[src/rtl/perips_icb_bridge_pkg.sv]
// Shared definitions for the core-to-peripheral ICB bridge.
package perips_icb_bridge_pkg;

    // Width of the address handed to the peripheral region.
    localparam int PERIPS_AW = 20;

    // Default value of the upper address bits selecting the peripheral region.
    localparam logic [11:0] DEF_REGION_BASE = 12'h100;

    // Bridge FSM encoding.
    typedef enum logic [1:0] {
        ST_IDLE = 2'd0,
        ST_WR   = 2'd1,
        ST_RD   = 2'd2,
        ST_RESP = 2'd3
    } bridge_state_e;

endpackage

[src/rtl/perips_icb_bridge.sv]
// Core valid/ready request to peripheral ICB strobe bridge.
// One outstanding transaction; strobes are held until ack or timeout, and
// requests outside the peripheral region are answered with an error locally.
module perips_icb_bridge
    import perips_icb_bridge_pkg::*;
#(
    parameter logic [11:0] REGION_BASE = DEF_REGION_BASE,
    parameter int          TIMEOUT     = 16
) (
    input  logic                 clk,
    input  logic                 rst,
    input  logic                 req_vld,
    output logic                 req_rdy,
    input  logic                 req_we,
    input  logic [31:0]          req_adr,
    input  logic [31:0]          req_wdat,
    output logic                 rsp_vld,
    output logic                 rsp_err,
    output logic [31:0]          rsp_rdat,
    output logic                 icb_wr,
    output logic [PERIPS_AW-1:0] icb_wadr,
    output logic [31:0]          icb_wdat,
    input  logic                 icb_wack,
    output logic                 icb_rd,
    output logic [PERIPS_AW-1:0] icb_radr,
    input  logic [31:0]          icb_rdat,
    input  logic                 icb_rack
);

    // The counter leaves WR/RD at TIMEOUT-1, so it never needs to wrap.
    localparam int CW = $clog2(TIMEOUT);
    localparam logic [CW-1:0] CNT_LAST = CW'(TIMEOUT - 1);

    bridge_state_e        state, state_nxt;
    logic [CW-1:0]        cnt, cnt_nxt;
    logic                 wr_nxt, rd_nxt;
    logic [PERIPS_AW-1:0] wadr_nxt, radr_nxt;
    logic [31:0]          wdat_nxt;
    logic                 vld_nxt, err_nxt;
    logic [31:0]          rdat_nxt;

    assign req_rdy = (state == ST_IDLE);

    // State register.
    always_ff @(posedge clk) begin
        if (rst) state <= ST_IDLE;
        else     state <= state_nxt;
    end

    // Next-state, strobe, counter and response logic.
    always_comb begin
        state_nxt = state;
        cnt_nxt   = cnt;
        wr_nxt    = icb_wr;
        rd_nxt    = icb_rd;
        wadr_nxt  = icb_wadr;
        radr_nxt  = icb_radr;
        wdat_nxt  = icb_wdat;
        vld_nxt   = 1'b0;
        err_nxt   = rsp_err;
        rdat_nxt  = rsp_rdat;
        case (state)
            ST_IDLE: begin
                err_nxt  = 1'b0;
                rdat_nxt = '0;
                if (req_vld && req_rdy) begin
                    wadr_nxt = req_adr[PERIPS_AW-1:0];
                    radr_nxt = req_adr[PERIPS_AW-1:0];
                    wdat_nxt = req_wdat;
                    cnt_nxt  = '0;
                    if (req_adr[31:PERIPS_AW] != REGION_BASE) begin
                        // Outside the region: answer locally, no ICB traffic.
                        state_nxt = ST_RESP;
                        vld_nxt   = 1'b1;
                        err_nxt   = 1'b1;
                    end else if (req_we) begin
                        state_nxt = ST_WR;
                        wr_nxt    = 1'b1;
                    end else begin
                        state_nxt = ST_RD;
                        rd_nxt    = 1'b1;
                    end
                end
            end
            ST_WR: begin
                // Ack has priority over a timeout in the same cycle.
                if (icb_wack) begin
                    wr_nxt    = 1'b0;
                    err_nxt   = 1'b0;
                    vld_nxt   = 1'b1;
                    state_nxt = ST_RESP;
                end else if (cnt == CNT_LAST) begin
                    wr_nxt    = 1'b0;
                    err_nxt   = 1'b1;
                    vld_nxt   = 1'b1;
                    state_nxt = ST_RESP;
                end else begin
                    cnt_nxt = cnt + 1'b1;
                end
            end
            ST_RD: begin
                if (icb_rack) begin
                    rd_nxt    = 1'b0;
                    err_nxt   = 1'b0;
                    rdat_nxt  = icb_rdat;
                    vld_nxt   = 1'b1;
                    state_nxt = ST_RESP;
                end else if (cnt == CNT_LAST) begin
                    rd_nxt    = 1'b0;
                    err_nxt   = 1'b1;
                    rdat_nxt  = '0;
                    vld_nxt   = 1'b1;
                    state_nxt = ST_RESP;
                end else begin
                    cnt_nxt = cnt + 1'b1;
                end
            end
            ST_RESP: begin
                // Single-cycle response, no backpressure.
                err_nxt   = 1'b0;
                rdat_nxt  = '0;
                state_nxt = ST_IDLE;
            end
            default: state_nxt = ST_IDLE;
        endcase
    end

    // Strobe, address, counter and response registers.
    always_ff @(posedge clk) begin
        if (rst) begin
            cnt      <= '0;
            icb_wr   <= 1'b0;
            icb_rd   <= 1'b0;
            icb_wadr <= '0;
            icb_radr <= '0;
            icb_wdat <= '0;
            rsp_vld  <= 1'b0;
            rsp_err  <= 1'b0;
            rsp_rdat <= '0;
        end else begin
            cnt      <= cnt_nxt;
            icb_wr   <= wr_nxt;
            icb_rd   <= rd_nxt;
            icb_wadr <= wadr_nxt;
            icb_radr <= radr_nxt;
            icb_wdat <= wdat_nxt;
            rsp_vld  <= vld_nxt;
            rsp_err  <= err_nxt;
            rsp_rdat <= rdat_nxt;
        end
    end

endmodule
[config.mk]
export PLATFORM = sky130hd
export DESIGN_NAME = perips_icb_bridge
export DESIGN_NICKNAME = d
export VERILOG_FILES = /design/src/rtl/perips_icb_bridge_pkg.sv /design/src/rtl/perips_icb_bridge.sv
export SDC_FILE = /design/constraint.sdc
export NUM_CORES = 1
export LEC_CHECK = 0
export BUFFER_PORTS_ARGS = -buffer_cell sky130_fd_sc_hd__buf_2
export CORE_UTILIZATION = 46
export CTS_BUF_LIST = sky130_fd_sc_hd__clkbuf_4
export CTS_CLUSTER_DIAMETER = 150
export DETAILED_ROUTE_END_ITERATION = 12
export PLACE_DENSITY_LB_ADDON = 0.15
export SYNTH_ARGS = -nofsm -noshare
export SYNTH_HDL_FRONTEND = slang
export SYNTH_SLANG_ARGS = --single-unit
[constraint.sdc]
create_clock -name clk -period 2.1 [get_ports clk]
set_clock_uncertainty 0.2 [all_clocks]
set_input_delay 0.105 -clock clk [delete_from_list [all_inputs] [get_ports clk]]
set_output_delay 0.105 -clock clk [all_outputs]
set_load 0.02 [all_outputs]
==> impl_metrics.py <==
metrics = {
    "finish": {
        "stdcell_area_um2": 6030,
        "syn_to_final_growth_pct": 55.7,
        "diodes": 0,
        "fill_cells": 615,
        "num-nets-final": 848,
        "drive_gt1_share_pct": 33.2,
        "fin_util_pct": 73.8,
    },
    "power": {
        "total_power_mw": 6.16,
        "power-per-cell-area_nw_per_um2": 1020,
        "max-vdd-ir-drop_v": 0.000774,
        "static_power_due_to_leakage_nw": 2.76,
    },
    "placement": {
        "placed_area_um2": 4870,
        "gp_routability_congestion": 0.960,
        "port_buffers": 210,
        "place.detailed.hpwl_um": 7050,
    },
    "critical_path": {
        "worstPathRequired_ps": 2260,
        "critical_path.max_stage_delay_ps": 620,
        "setup.worst_path.start": "req_adr[30]",
        "timing.critical_path.slowest_stage_cell": "sky130_fd_sc_hd__dlygate4sd3_1",
        "critPathBufInv": 3,
        "critical_path.most_common_cell": "sky130_fd_sc_hd__dlygate4sd3_1",
        "cp_cell_sequence": "dlygate4sd3_1 > buf_2 > nor4_4 > dlygate4sd3_1 > nand3_2 > or3_1 > a31oi_1",
        "worst-endpoint-arrival_ps": 2160,
        "cp_num_cells": 7,
        "crit_fanout": 4,
        "worstSetupEndpointType": "flip-flop",
        "worstReg2RegEnd": "cnt[1]",
        "r2r_slack_ps": 140,
        "crit_end": "icb_wr",
        "reg2regPathDepth": 6,
        "worst-setup-path-type": "in2reg",
        "reg2reg_from": "state[0]",
        "startpoint_types": "input port",
        "critical_path.top_delay_family": "buffers and inverters",
    },
    "global_route": {
        "antenna_found_initial": 0,
        "grt_overflow": 0,
        "grt_util_all_layers_pct": 26.1,
        "grt.met3_usage_pct": 6.15,
        "global_route.peak_usage_layer": "met2",
        "largest_net_degree_at_the_start_of_global_routing": 65,
        "grt_pass1_vias": 4018,
        "grt_pass1_wl_um": 18100,
        "grt_use_met1_pct": 28.2,
        "use_met2_pct": 47.7,
    },
    "drt": {
        "detail_route.drc_violations": 0,
        "postRouteWirelength_um": 11800,
        "wl_per_cell_um": 13.8,
        "dr.pass1.iters": 5,
        "drt-initial-drc-count": 118,
        "post_detailed_route_count_of_antenna_violating_nets": 0,
        "num_vias": 4200,
        "drt-vias-per-instance": 4.94,
    },
    "sta": {
        "grt_setup_unrepaired": "no",
        "finalSetupViolCount": 0,
        "slew_viol_final": 0,
        "max_freq_mhz": 501,
        "worstMarginPinSlew_ps": 376,
        "min_period_ps": 2000,
        "relSlewSlack_pct": 74.9,
        "setup_total_negative_slack_ps": 0,
        "finalHoldViolCount": 0,
        "timing.final.crit_share_pct": 95.1,
    },
    "clock_tree": {
        "ctsHtreeMaxLevel": 3,
        "numClockSinks": 94,
        "clock_insertion_delay_at_the_later_pin_of_the_skew_report_ps": 420,
        "clk_transition_reported_paths_ps": 150,
        "root_buffer_cell": "sky130_fd_sc_hd__clkbuf_4",
        "cts_inserted_buffers": 9,
        "tritoncts_clock_tree": "done",
        "maximum_count_of_clock_buffers_along_a_single_path": 2,
        "post_cts_setup_buffers": 0,
    },
    "floorplanning": {
        "die_w_um": 93.8,
        "area_of_the_placeable_core_um2": 8180,
        "initial_core_util_pct": 47.4,
        "floorplan.io_pins": 211,
        "floorplan.die_area_um2": 8790,
        "floorplan.rows": 33,
        "die_h_um": 93.8,
    },
    "synth": {
        "share_of_yosys_cell_area_claimed_by_the_top_area_cell_type_pct": 48.6,
        "asyncSetResetFlopFracSynth_pct": 0,
        "synth.most_common_cell": "sky130_fd_sc_hd__nand2_1",
        "ys_dominant_reg_cell": "sky130_fd_sc_hd__dfxtp_1",
        "syn-mean-instance-area_um2": 8.26,
        "ys_seq_area_share_pct": 48.6,
        "commonest_cells_in_the_synthesized_netlist": "sky130_fd_sc_hd__nand2_1 (112), sky130_fd_sc_hd__dfxtp_1 (94), sky130_fd_sc_hd__a21oi_1 (57), sky130_fd_sc_hd__nand3_1 (35), sky130_fd_sc_hd__nand2b_1 (32)",
        "synth_largest_area_cell": "sky130_fd_sc_hd__dfxtp_1",
        "syn_nets": 576,
        "synth.lib_cells_used.distinct": 38,
        "synth_top_cells_by_area": "sky130_fd_sc_hd__dfxtp_1 (49%), sky130_fd_sc_hd__nand2_1 (11%), sky130_fd_sc_hd__a21oi_1 (7.4%)",
        "synth.cell_area_um2": 3870,
        "synth_warnings": 0,
        "postSynthRegisterBits": 94,
        "post_synth_inst_count": 469,
        "synth_enable_flop_cells": 0,
    },
    "outcome": {
        "status": "finished, final reports clean",
    },
    "min_path": {
        "min_path_type": "in2reg",
    },
    "run": {
        "max-cap-violations": 0,
    },
}
tightest hold or removal path: stages:
cell	delay [ps]
sky130_fd_sc_hd__dlygate4sd3_1	520
sky130_fd_sc_hd__buf_2	90
sky130_fd_sc_hd__nand3_1	50
sky130_fd_sc_hd__o21ai_1	60
worst min-delay path by stage:
stage,start,end,slack [ps],cells after the start
floorplan,icb_rdat[10],rsp_rdat[10],40,2
global placement,icb_rdat[11],rsp_rdat[11],120,3
detailed placement,icb_rdat[9],rsp_rdat[9],130,3
CTS,icb_rdat[15],rsp_rdat[15],180,4
global route,icb_rdat[14],rsp_rdat[14],210,4
finish,icb_rdat[26],rsp_rdat[26],220,4
flip-flops by register name, indices dropped and copies added (netlist names):
name	flops
cnt	4
icb_radr	20
icb_rd	1
icb_wdat	32
icb_wr	1
rsp_err	1
rsp_rdat	32
rsp_vld	1
state	2
cell type report:
cell class	instances	area, um^2	area share (%)
repair buffers	314	2120	35.2
inverters	7	26.3	0.436
clock buffers	9	67.6	1.12
flip-flops and latches	94	1880	31.2
clock inverters	7	120	1.99
well taps	105	131	2.18
multi-input cells	315	1680	27.8
power by group:
part / internal (mW) / switching [mW] / leakage (nW)
combinational: 0.939 / 1.69 / 1.90
clock: 0.607 / 0.609 / 0.0965
sequential: 2.12 / 0.187 / 0.767
routing by layer:
layer	vias up	wire, um
met2	152	6100
met4	0	286
met1	1928	4610
met5	-	0
li1	2094	-
met3	26	756
layout by cell type, fill, tap and decap left out, types with 3 or more instances in the layout:
cell | netlist | final
sky130_fd_sc_hd__bufinv_16 | 0 | 3
sky130_fd_sc_hd__dlygate4sd3_1 | 0 | 97
sky130_fd_sc_hd__nand2b_1 | 32 | 32
sky130_fd_sc_hd__nand3_1 | 35 | 35
sky130_fd_sc_hd__clkbuf_4 | 0 | 9
sky130_fd_sc_hd__a21oi_1 | 57 | 57
sky130_fd_sc_hd__inv_1 | 7 | 7
sky130_fd_sc_hd__ha_1 | 5 | 4
sky130_fd_sc_hd__dfxtp_1 | 94 | 93
sky130_fd_sc_hd__nand2_1 | 112 | 111
sky130_fd_sc_hd__o21ai_0 | 7 | 7
sky130_fd_sc_hd__buf_2 | 14 | 210
sky130_fd_sc_hd__buf_4 | 21 | 3
sky130_fd_sc_hd__o21ai_1 | 30 | 30
sky130_fd_sc_hd__buf_12 | 0 | 4
through the flow:
step | instances | hold slack, ps | setup slack [ps]
after floorplan | 469 | 35.4 | 107
after global placement | 738 | 122 | 164
after detailed placement | 738 | 131 | 71.0
after CTS | 849 | 180 | 24.9
after global routing | 851 | 215 | 33.8
final | 851 | 223 | 104
kinds of logic after synthesis:
family | share of synthesized area, %
compound gates | 15.1
fa+ha+maj | 1.61
buf+inv | 8.30
flops | 48.6
mux | 1.16
simple gates | 25.2
what timing repair did:
item | CTS | global route
setup endpoints to repair | 0 | 5
gates resized for setup | 0 | 2
hold endpoints to repair | 91 | 5
hold buffers | 95 | 3
No activity file was read; power rests on OpenSTA's default activity.
